File: src/rtl/alsu_if.sv
// alsu_if: operand/result bundle for the alsu execute-stage unit.
//   a, b   operands driven by the issuing stage
//   FUNC   3-bit operation select
//   r      registered result
//   z/n/c  registered zero / negative / carry-borrow-shiftout flags
// master: the stage that issues operations and consumes results.
// slave : the alsu itself.
interface alsu_if #(
  parameter int WIDTH = 16
);
  logic [WIDTH-1:0] a;
  logic [WIDTH-1:0] b;
  logic [2:0]       FUNC;
  logic [WIDTH-1:0] r;
  logic             z;
  logic             n;
  logic             c;

  modport master (
    output a, b, FUNC,
    input  r, z, n, c
  );

  modport slave (
    input  a, b, FUNC,
    output r, z, n, c
  );
endinterface

File: src/rtl/alsu.sv
// alsu: arithmetic/logic/shift unit with a one-cycle registered result.
//   clk    rising-edge clock
//   rst_n  asynchronous active-low reset, clears r/z/n/c
//   bus    alsu_if slave: a, b, FUNC in; r, z, n, c out
// Every rising edge samples a, b, FUNC and loads the selected result with
// its flags. There is no handshake, so a new operation can issue each cycle.
module alsu #(
  parameter int WIDTH = 16
) (
  input  logic  clk,
  input  logic  rst_n,
  alsu_if.slave bus
);

  typedef enum logic [2:0] {
    OP_ADD = 3'd0,
    OP_SUB = 3'd1,
    OP_SHL = 3'd2,
    OP_SHR = 3'd3,
    OP_AND = 3'd4,
    OP_XOR = 3'd5,
    OP_NOT = 3'd6,
    OP_INC = 3'd7
  } op_e;

  logic [WIDTH:0]   sumExt;
  logic [WIDTH:0]   diffExt;
  logic [WIDTH:0]   incExt;
  logic [WIDTH-1:0] resNext;
  logic             carryNext;
  logic [WIDTH-1:0] rQ;
  logic             zQ;
  logic             nQ;
  logic             cQ;
  op_e              op;

  assign op = op_e'(bus.FUNC);

  // Operands are zero-extended by one bit so the top bit of each result is
  // the unsigned carry out; for subtraction that bit is set exactly when
  // a < b, which is the borrow.
  assign sumExt  = {1'b0, bus.a} + {1'b0, bus.b};
  assign diffExt = {1'b0, bus.a} - {1'b0, bus.b};
  assign incExt  = {1'b0, bus.a} + {{WIDTH{1'b0}}, 1'b1};

  // Operation decode: pick the result word and the carry-type flag.
  always_comb begin
    resNext   = '0;
    carryNext = 1'b0;
    unique case (op)
      OP_ADD: begin
        resNext   = sumExt[WIDTH-1:0];
        carryNext = sumExt[WIDTH];
      end
      OP_SUB: begin
        resNext   = diffExt[WIDTH-1:0];
        carryNext = diffExt[WIDTH];
      end
      OP_SHL: begin
        resNext   = {bus.a[WIDTH-2:0], 1'b0};
        carryNext = bus.a[WIDTH-1];
      end
      OP_SHR: begin
        resNext   = {1'b0, bus.a[WIDTH-1:1]};
        carryNext = bus.a[0];
      end
      OP_AND: resNext = bus.a & bus.b;
      OP_XOR: resNext = bus.a ^ bus.b;
      OP_NOT: resNext = ~bus.a;
      OP_INC: begin
        resNext   = incExt[WIDTH-1:0];
        carryNext = incExt[WIDTH];
      end
      default: begin
        resNext   = '0;
        carryNext = 1'b0;
      end
    endcase
  end

  // Result and flag registers. z and n are derived from the same word that
  // is loaded into r, so the flags always describe the visible result.
  always_ff @(posedge clk or negedge rst_n) begin
    if (!rst_n) begin
      rQ <= '0;
      zQ <= 1'b0;
      nQ <= 1'b0;
      cQ <= 1'b0;
    end else begin
      rQ <= resNext;
      zQ <= (resNext == '0);
      nQ <= resNext[WIDTH-1];
      cQ <= carryNext;
    end
  end

  assign bus.r = rQ;
  assign bus.z = zQ;
  assign bus.n = nQ;
  assign bus.c = cQ;

endmodule

File: src/flat_wrapper.sv
// flat-port wrapper written by rule: the top's interface ports become plain ports
module alsu_flat 
#(
  parameter int WIDTH = 16
)
  (clk, rst_n, bus_a, bus_b, bus_FUNC, bus_r, bus_z, bus_n, bus_c);
  alsu_if #(.WIDTH(WIDTH)) bus_i ();
  input  logic clk;
  input  logic rst_n;
  input wire logic [$bits(bus_i.a)-1:0] bus_a;
  input wire logic [$bits(bus_i.b)-1:0] bus_b;
  input wire logic [$bits(bus_i.FUNC)-1:0] bus_FUNC;
  output wire logic [$bits(bus_i.r)-1:0] bus_r;
  output wire logic [$bits(bus_i.z)-1:0] bus_z;
  output wire logic [$bits(bus_i.n)-1:0] bus_n;
  output wire logic [$bits(bus_i.c)-1:0] bus_c;
  assign bus_i.a = bus_a;
  assign bus_i.b = bus_b;
  assign bus_i.FUNC = bus_FUNC;
  assign bus_r = bus_i.r;
  assign bus_z = bus_i.z;
  assign bus_n = bus_i.n;
  assign bus_c = bus_i.c;
  alsu #(.WIDTH(WIDTH)) u_core (.clk(clk), .rst_n(rst_n), .bus(bus_i));
endmodule
File: config.mk
export PLATFORM = sky130hd
export DESIGN_NAME = alsu_flat
export DESIGN_NICKNAME = d
export VERILOG_FILES = /design/src/rtl/alsu_if.sv /design/src/rtl/alsu.sv /design/src/flat_wrapper.sv
export SDC_FILE = /design/constraint.sdc
export NUM_CORES = 1
export LEC_CHECK = 0
export CORE_MARGIN = 5
export CORE_UTILIZATION = 55
export DETAILED_ROUTE_END_ITERATION = 8
export GPL_ROUTABILITY_DRIVEN = 1
export PLACE_DENSITY = 0.88
export SKIP_LAST_GASP = 1
export SYNTH_ARGS = -nofsm -noshare
export SYNTH_HDL_FRONTEND = slang
export SYNTH_SLANG_ARGS = --single-unit
export TNS_END_PERCENT = 1
File: constraint.sdc
create_clock -name clk -period 0.8 [get_ports clk]
set_input_delay 0.16 -clock clk [delete_from_list [all_inputs] [get_ports clk]]
set_output_delay 0.16 -clock clk [all_outputs]
set_load 0.02 [all_outputs]
==> metrics.txt, run 1 <==
# TYPE chip_impl_metric gauge
chip_impl_metric{name="die_y",unit="µm"} 88.3
chip_impl_metric{name="ys_ff_latch",unit=""} 18
chip_impl_metric{name="grt_pass1_wl",unit="mm"} 40.2
chip_impl_metric{name="port-buffer-count",unit=""} 55
chip_impl_metric{name="gp_congestion",unit=""} 1.05
chip_impl_info{name="clockRootBuffer",value="sky130_fd_sc_hd__clkbuf_8"} 1
chip_impl_metric{name="yosysUniqueCellTypes",unit=""} 66
chip_impl_metric{name="detailed_place.area",unit="µm²"} 5080
chip_impl_metric{name="gate_count_post_synth",unit=""} 465
chip_impl_metric{name="dpl.cell_count",unit=""} 719
chip_impl_metric{name="grt_pass1_vias",unit=""} 6499
chip_impl_metric{name="synth_edf_count",unit=""} 0
chip_impl_metric{name="number_of_buffers_added_by_the_clock_tree_synthesis_step",unit=""} 3
chip_impl_info{name="ys.flop_type",value="sky130_fd_sc_hd__dfrtp_1"} 1
chip_impl_metric{name="grt_max_degree",unit=""} 22
chip_impl_info{name="status",value="aborted with a tool error"} 1
chip_impl_metric{name="grtUsageTotal",unit="%"} 69.8
chip_impl_metric{name="initial_core_util",unit="%"} 56.6
chip_impl_metric{name="synth_sequential_area_ratio",unit="%"} 13.4
chip_impl_info{name="first-error",value="[ERROR GRT-0116] Global routing finished with congestion. Check the congestion regions in the DRC Viewer."} 1
chip_impl_metric{name="synth_async_sr_flop_share",unit="%"} 100
chip_impl_info{name="synthDominantAreaCellType",value="sky130_fd_sc_hd__dfrtp_1"} 1
chip_impl_metric{name="cts_max_path_buffers",unit=""} 2
chip_impl_metric{name="fp-row-count",unit=""} 28
chip_impl_metric{name="syn_avg_cell_area",unit="µm²"} 7.25
chip_impl_info{name="ys_top_cells_by_area",value="sky130_fd_sc_hd__dfrtp_1, sky130_fd_sc_hd__ha_1, sky130_fd_sc_hd__a21oi_1, sky130_fd_sc_hd__mux2i_1, sky130_fd_sc_hd__nand2_1"} 1
chip_impl_metric{name="dp_hpwl",unit="mm"} 12.4
chip_impl_info{name="yosysMostFrequentCell",value="sky130_fd_sc_hd__nand2_1"} 1
chip_impl_metric{name="die-width",unit="µm"} 88.3
chip_impl_info{name="synth.top_cells.by_count",value="sky130_fd_sc_hd__nand2_1, sky130_fd_sc_hd__nor2_1, sky130_fd_sc_hd__a21oi_1"} 1
chip_impl_metric{name="grt-ovfl-total",unit=""} 4
chip_impl_info{name="outcome.stop_stage",value="global routing"} 1
chip_impl_metric{name="synthDominantCellAreaShare",unit="%"} 13.4
chip_impl_metric{name="design.portCount",unit=""} 56
chip_impl_metric{name="synthesis.area",unit="µm²"} 3370
chip_impl_metric{name="cts-htree-levels",unit=""} 1
chip_impl_metric{name="count_of_synthesis_stage_warnings_from_yosys",unit=""} 0
chip_impl_metric{name="synth_fp_nets",unit=""} 537
chip_impl_metric{name="cts_sinks",unit=""} 18
==> per-stage QoR <==
stage	setup slack (ns)	setup TNS, ns
floorplan	-1.89	-19.85
global placement	-2.57	-37.94
detailed placement	-2.82	-41.13
CTS	-2.05	-37.51
==> metal layers <==
layer	GRT usage, %	GRT overflow
met1	68.8	0
met2	85.3	0
met3	59.6	1
met4	64.8	3
met5	29.2	0
==> logic make-up after synthesis <==
family / Yosys count / share of synthesized area, %
AO/OA/AOI/OAI: 150 / 29.9
flip-flops: 18 / 13.4
adder cells (fa/ha/maj): 35 / 13.4
buffers and inverters: 66 / 8.16
XOR/XNOR: 22 / 5.71
multiplexers: 20 / 6.68
AND/OR/NAND/NOR: 154 / 22.8
==> repair_timing <==
action / 4_1_cts
gates resized for setup: 81
endpoints found under the setup margin: 37
pin swaps: 27
setup buffers: 21
hold buffers: 0
==> run 2: changes to the inputs <==
--- a/config.mk
+++ b/config.mk
@@ -6,10 +6,10 @@
 export NUM_CORES = 1
 export LEC_CHECK = 0
 export CORE_MARGIN = 5
-export CORE_UTILIZATION = 55
+export CORE_UTILIZATION = 40
 export DETAILED_ROUTE_END_ITERATION = 8
 export GPL_ROUTABILITY_DRIVEN = 1
-export PLACE_DENSITY = 0.88
+export PLACE_DENSITY_LB_ADDON = 0.15
 export SKIP_LAST_GASP = 1
 export SYNTH_ARGS = -nofsm -noshare
 export SYNTH_HDL_FRONTEND = slang
==> run 2 against run 1 <==
  * The flow now finishes, with violations (negative setup slack)
  * Synthesized cell count is the same
  * Area after synthesis unchanged
==> metrics.txt, run 2 <==
# TYPE chip_impl_metric gauge
chip_impl_info{name="status",value="complete, but fails checks"} 1
chip_impl_info{name="failing_checks",value="negative setup slack"} 1
chip_impl_metric{name="routed_via_density",unit=""} 5.69
chip_impl_metric{name="fmax",unit="MHz"} 353
chip_impl_metric{name="period_utilization",unit="%"} 354
chip_impl_metric{name="utilization",unit="%"} 67.3
chip_impl_info{name="synth.top_cells.by_count",value="sky130_fd_sc_hd__nand2_1, sky130_fd_sc_hd__nor2_1, sky130_fd_sc_hd__a21oi_1"} 1
chip_impl_metric{name="slew_violations",unit=""} 0
chip_impl_metric{name="route.final.wire_length",unit="mm"} 12.6
chip_impl_metric{name="cellPowerDensity",unit="nW/µm²"} 1010
chip_impl_info{name="worst_setup_path_startpoint",value="bus_a[0]"} 1
chip_impl_metric{name="ant_nets",unit=""} 0
chip_impl_metric{name="synthDominantCellAreaShare",unit="%"} 13.4
chip_impl_info{name="cp_cell_sequence",value="buf_6, buf_6, ha_4, fa_2, nor2b_4, o311a_4, o221a_4, o41ai_4, mux2i_1, a211o_1, nor2_1, and4bb_1, and4bb_1, and4_1"} 1
chip_impl_metric{name="ir_worst_vdd",unit="V"} 0.000544
chip_impl_metric{name="clkTransAtPathRegs",unit="ns"} 0.06
chip_impl_metric{name="nNetsFinal",unit=""} 734
chip_impl_info{name="kind_of_path_behind_the_tightest_hold_check",value="in2async"} 1
chip_impl_info{name="yosysMostFrequentCell",value="sky130_fd_sc_hd__nand2_1"} 1
chip_impl_metric{name="number_of_buffers_added_by_the_clock_tree_synthesis_step",unit=""} 3
chip_impl_metric{name="final_hold_viol_count",unit=""} 0
chip_impl_metric{name="design.portCount",unit=""} 56
chip_impl_metric{name="final.min_clock_period",unit="ns"} 2.83
chip_impl_info{name="critical_path_s_slowest_cell",value="sky130_fd_sc_hd__fa_2"} 1
chip_impl_metric{name="synth_sequential_area_ratio",unit="%"} 13.4
chip_impl_metric{name="number_of_antenna_violations_at_the_first_check_in_global_routing",unit=""} 0
chip_impl_metric{name="drive_gt1_share",unit="%"} 35.3
chip_impl_info{name="critical_path.endpoint_type",value="register"} 1
chip_impl_metric{name="worst_pin_slew",unit="ns"} 0.549
chip_impl_info{name="critical-path-top-delay-family",value="compound AO/OA/AOI/OAI gates"} 1
chip_impl_metric{name="postLayoutSetupSlackWorst",unit="ns"} -2.03
chip_impl_metric{name="cts_max_path_buffers",unit=""} 2
chip_impl_info{name="final_common_cell",value="sky130_fd_sc_hd__buf_4"} 1
chip_impl_info{name="tritoncts_clock_tree",value="done"} 1
chip_impl_info{name="startpoint_type",value="primary input"} 1
chip_impl_metric{name="worst-endpoint-required",unit="ns"} 0.98
chip_impl_info{name="clockRootBuffer",value="sky130_fd_sc_hd__clkbuf_8"} 1
chip_impl_metric{name="total_leakage_power",unit="nW"} 2.58
chip_impl_metric{name="synth_edf_count",unit=""} 0
chip_impl_metric{name="dp_hpwl",unit="mm"} 9.99
chip_impl_metric{name="synthesis.area",unit="µm²"} 3370
chip_impl_metric{name="gp_congestion",unit=""} 0.903
chip_impl_metric{name="largest_register_ffs",unit=""} 15
chip_impl_metric{name="cts_sinks",unit=""} 18
chip_impl_metric{name="synth_async_sr_flop_share",unit="%"} 100
chip_impl_metric{name="grt-ovfl-total",unit=""} 0
chip_impl_metric{name="ys_ff_latch",unit=""} 18
chip_impl_metric{name="count_of_synthesis_stage_warnings_from_yosys",unit=""} 0
chip_impl_metric{name="die_y",unit="µm"} 102
chip_impl_info{name="synthDominantAreaCellType",value="sky130_fd_sc_hd__dfrtp_1"} 1
chip_impl_info{name="ys_top_cells_by_area",value="sky130_fd_sc_hd__dfrtp_1, sky130_fd_sc_hd__ha_1, sky130_fd_sc_hd__a21oi_1, sky130_fd_sc_hd__mux2i_1, sky130_fd_sc_hd__nand2_1"} 1
chip_impl_metric{name="antenna_cells",unit=""} 0
chip_impl_metric{name="avgRoutedWirePerCell",unit="µm"} 16.5
chip_impl_metric{name="crit_path_max_fanout",unit=""} 3
chip_impl_metric{name="fp-row-count",unit=""} 33
chip_impl_metric{name="grtUsageTotal",unit="%"} 24.3
chip_impl_metric{name="largest_stage_delay_on_the_critical_path",unit="ns"} 0.34
chip_impl_metric{name="grt_pass1_wl",unit="mm"} 20.7
chip_impl_info{name="ys.flop_type",value="sky130_fd_sc_hd__dfrtp_1"} 1
chip_impl_info{name="worst-setup-path-type",value="in2reg"} 1
chip_impl_metric{name="syn_avg_cell_area",unit="µm²"} 7.25
chip_impl_info{name="rsz0062_at_grt",value="yes"} 1
chip_impl_metric{name="yosysUniqueCellTypes",unit=""} 66
chip_impl_metric{name="grt_max_degree",unit=""} 21
chip_impl_metric{name="cp.buffers_inverters",unit=""} 2
chip_impl_metric{name="power.total",unit="mW"} 5.59
chip_impl_metric{name="grt_pass1_vias",unit=""} 4312
chip_impl_metric{name="iteration_0_drc_count_of_the_detailed_router",unit=""} 307
chip_impl_metric{name="worst_ep_arrival_time",unit="ns"} 3.01
chip_impl_metric{name="detail_route.drc_violations",unit=""} 0
chip_impl_metric{name="dieArea",unit="µm²"} 10400
chip_impl_metric{name="port-buffer-count",unit=""} 55
chip_impl_metric{name="setup-violations-final",unit=""} 37
chip_impl_metric{name="areaGrowthSynthToFinish",unit="%"} 64.1
chip_impl_metric{name="die-width",unit="µm"} 102
chip_impl_info{name="final_cell_mix",value="sky130_fd_sc_hd__buf_4, sky130_fd_sc_hd__nand2_1, sky130_fd_sc_hd__nor2_1, sky130_fd_sc_hd__clkdlybuf4s50_1, sky130_fd_sc_hd__a21oi_1"} 1
chip_impl_metric{name="max_cap_violations",unit=""} 0
chip_impl_metric{name="cts-htree-levels",unit=""} 1
chip_impl_metric{name="gate_count_post_synth",unit=""} 465
chip_impl_metric{name="floorplan.core_area",unit="µm²"} 8220
chip_impl_metric{name="synth_fp_nets",unit=""} 537
chip_impl_metric{name="initial_core_util",unit="%"} 41.0
chip_impl_metric{name="route.vias.total",unit=""} 4356
chip_impl_metric{name="drt_first_pass_iters",unit=""} 6
chip_impl_metric{name="max-slew-margin-rel",unit="%"} 62.9
==> run 2: cell counts after synthesis <==
No cell type changed its count.
==> run 2: layout make-up <==
type                            count  area [µm²]
Clock buffer                        3        41.3
Fill cell                         739        2680
Inverter                           35         131
Multi-Input combinational cell    381        2950
Sequential cell                    18         450
Tap cell                          105         131
Timing Repair Buffer              223        1830
==> run 2: routing by layer <==
metal	GRT usage, %	vias to the layer above	share of wire, %
met5	0	-	0
met4	5.95	0	1.7
met3	3.07	25	7.1
met2	40.8	176	47
met1	33.4	2067	44
li1	-	2088	-
==> run 2: what timing repair did <==
item | CTS | global route
resized for setup | 64 | 21
buffers inserted | 11 | 5
hold buffers | 0 | 0
pin swaps | 17 | 10
endpoints found under the setup margin | 37 | 37
==> run 2: cells by family after synthesis <==
group	Yosys count	synth area share, %
compound gates	150	29.9
xor+xnor	22	5.71
fa+ha+maj	35	13.4
buf+inv	66	8.16
flops	18	13.4
mux	20	6.68
simple gates	154	22.8
==> run 2: worst max path at each step <==
stage	to	slack, ns	depth (start not counted)
after floorplan	u_core.bus.z	-1.89	12
after global placement	u_core.bus.z	-2.60	14
after detailed placement	u_core.bus.z	-2.77	13
after CTS	u_core.bus.z	-1.98	14
after global routing	u_core.bus.z	-2.13	14
final	u_core.bus.z	-2.03	14
==> run 2: stage by stage <==
stage | hold WS [ns] | area (µm²) | TNS, ns | setup slack, ns | cells
2_1_floorplan | -0.136 | 3410 | -19.85 | -1.89 | 465
3_3_place_gp | 0.512 | 5100 | -38.95 | -2.60 | 746
3_5_place_dp | 0.508 | 5100 | -40.31 | -2.77 | 746
4_1_cts | 0.263 | 5410 | -35.80 | -1.98 | 760
5_1_grt | 0.284 | 5530 | -37.34 | -2.13 | 765
6_report | 0.256 | 5530 | -34.72 | -2.03 | 765
==> run 2: power by group <==
part           switching, mW  total, mW  internal, mW
Combinational           1.93       3.94          2.00
Clock                  0.252      0.585         0.333
Sequential            0.0315       1.07          1.04
Total                   2.22       5.59          3.37
Note: power is estimated with default switching activity, not from simulation.
==> run 3: changes to the inputs <==
--- a/config.mk
+++ b/config.mk
@@ -9,6 +9,7 @@
 export CORE_UTILIZATION = 40
 export DETAILED_ROUTE_END_ITERATION = 8
 export GPL_ROUTABILITY_DRIVEN = 1
+export MAX_ROUTING_LAYER = met4
 export PLACE_DENSITY_LB_ADDON = 0.15
 export SKIP_LAST_GASP = 1
 export SYNTH_ARGS = -nofsm -noshare
==> run 3 against run 2 <==
  * Global-route usage rose by 1.5 points
  * Area after synthesis did not move
  * The flow now stops in detailed routing
  * Synthesized cell count stayed put
==> metrics.txt, run 3 <==
# TYPE chip_impl_metric gauge
chip_impl_metric{name="fp-row-count",unit=""} 33
chip_impl_info{name="ys.flop_type",value="sky130_fd_sc_hd__dfrtp_1"} 1
chip_impl_metric{name="port-buffer-count",unit=""} 55
chip_impl_metric{name="detailed_place.area",unit="µm²"} 5180
chip_impl_metric{name="die_y",unit="µm"} 102
chip_impl_metric{name="cts_max_path_buffers",unit=""} 2
chip_impl_metric{name="design.portCount",unit=""} 56
chip_impl_metric{name="dp_hpwl",unit="mm"} 10.5
chip_impl_info{name="yosysMostFrequentCell",value="sky130_fd_sc_hd__nand2_1"} 1
chip_impl_metric{name="gate_count_post_synth",unit=""} 465
chip_impl_info{name="outcome.stop_stage",value="detailed routing"} 1
chip_impl_metric{name="synth_fp_nets",unit=""} 537
chip_impl_info{name="synth.top_cells.by_count",value="sky130_fd_sc_hd__nand2_1, sky130_fd_sc_hd__nor2_1, sky130_fd_sc_hd__a21oi_1"} 1
chip_impl_metric{name="cts_sinks",unit=""} 18
chip_impl_info{name="first-error",value="[ERROR DRT-0255] Maze Route cannot find path of net clk in worker of routeBox ( 48300 0 ) ( 101815 48300 )."} 1
chip_impl_metric{name="yosysUniqueCellTypes",unit=""} 66
chip_impl_metric{name="grt_pass1_wl",unit="mm"} 20.8
chip_impl_metric{name="cts-htree-levels",unit=""} 1
chip_impl_metric{name="initial_core_util",unit="%"} 41.0
chip_impl_metric{name="grt_pass1_vias",unit=""} 4085
chip_impl_info{name="ys_top_cells_by_area",value="sky130_fd_sc_hd__dfrtp_1, sky130_fd_sc_hd__ha_1, sky130_fd_sc_hd__a21oi_1, sky130_fd_sc_hd__mux2i_1, sky130_fd_sc_hd__nand2_1"} 1
chip_impl_metric{name="synth_sequential_area_ratio",unit="%"} 13.4
chip_impl_metric{name="ys_ff_latch",unit=""} 18
chip_impl_metric{name="synthDominantCellAreaShare",unit="%"} 13.4
chip_impl_info{name="status",value="aborted with a tool error"} 1
chip_impl_metric{name="synth_async_sr_flop_share",unit="%"} 100
chip_impl_metric{name="postCtsHoldBufs",unit=""} 0
chip_impl_metric{name="grt-ovfl-total",unit=""} 0
chip_impl_metric{name="number_of_antenna_violations_at_the_first_check_in_global_routing",unit=""} 0
chip_impl_metric{name="grt_max_degree",unit=""} 19
chip_impl_info{name="synthDominantAreaCellType",value="sky130_fd_sc_hd__dfrtp_1"} 1
chip_impl_metric{name="die-width",unit="µm"} 102
chip_impl_info{name="timing.worst_endpoint.kind",value="register input"} 1
chip_impl_metric{name="count_of_synthesis_stage_warnings_from_yosys",unit=""} 0
chip_impl_metric{name="number_of_buffers_added_by_the_clock_tree_synthesis_step",unit=""} 3
chip_impl_info{name="postGrtWorstEndpoint",value="u_core.bus.z$_DFF_PN0_/D"} 1
chip_impl_metric{name="syn_avg_cell_area",unit="µm²"} 7.25
chip_impl_metric{name="gp_congestion",unit=""} 0.920
chip_impl_metric{name="synth_edf_count",unit=""} 0
chip_impl_metric{name="synthesis.area",unit="µm²"} 3370
chip_impl_metric{name="post-place-ws",unit="ns"} -2.76
chip_impl_info{name="clockRootBuffer",value="sky130_fd_sc_hd__clkbuf_8"} 1
chip_impl_metric{name="grtUsageTotal",unit="%"} 25.8
==> run 3: logic make-up after synthesis <==
| logic type | count (synthesis) | synth area share [%] |
|---|---|---|
| compound gates | 150 | 29.9 |
| xor+xnor | 22 | 5.71 |
| fa+ha+maj | 35 | 13.4 |
| buf+inv | 66 | 8.16 |
| flops | 18 | 13.4 |
| mux | 20 | 6.68 |
| simple gates | 154 | 22.8 |
==> run 3: what timing repair did <==
| item | 4_1_cts | 5_1_grt |
|---|---|---|
| resized for setup | 61 | 41 |
| buffers inserted | 2 | 9 |
| endpoints found under the hold margin | 0 | 0 |
| setup endpoints to repair | 37 | 37 |
| pin swaps | 18 | 27 |
==> run 3: metrics by stage <==
step | TNS [ns] | std cells | hold WS [ns] | util, %
2_1_floorplan | -19.85 | 465 | -0.136 | -
3_3_place_gp | -38.68 | 755 | 0.513 | 63.0
3_5_place_dp | -39.86 | 755 | 0.515 | 63.0
4_1_cts | -34.79 | 760 | 0.248 | 66.2
5_1_grt | -36.70 | 769 | 0.264 | 69.3
==> run 3: routing by layer <==
| metal | GRT usage, % |
|---|---|
| met1 | 35.1 |
| met2 | 43.1 |
| met3 | 1.43 |
| met4 | 4.94 |
| met5 | - |
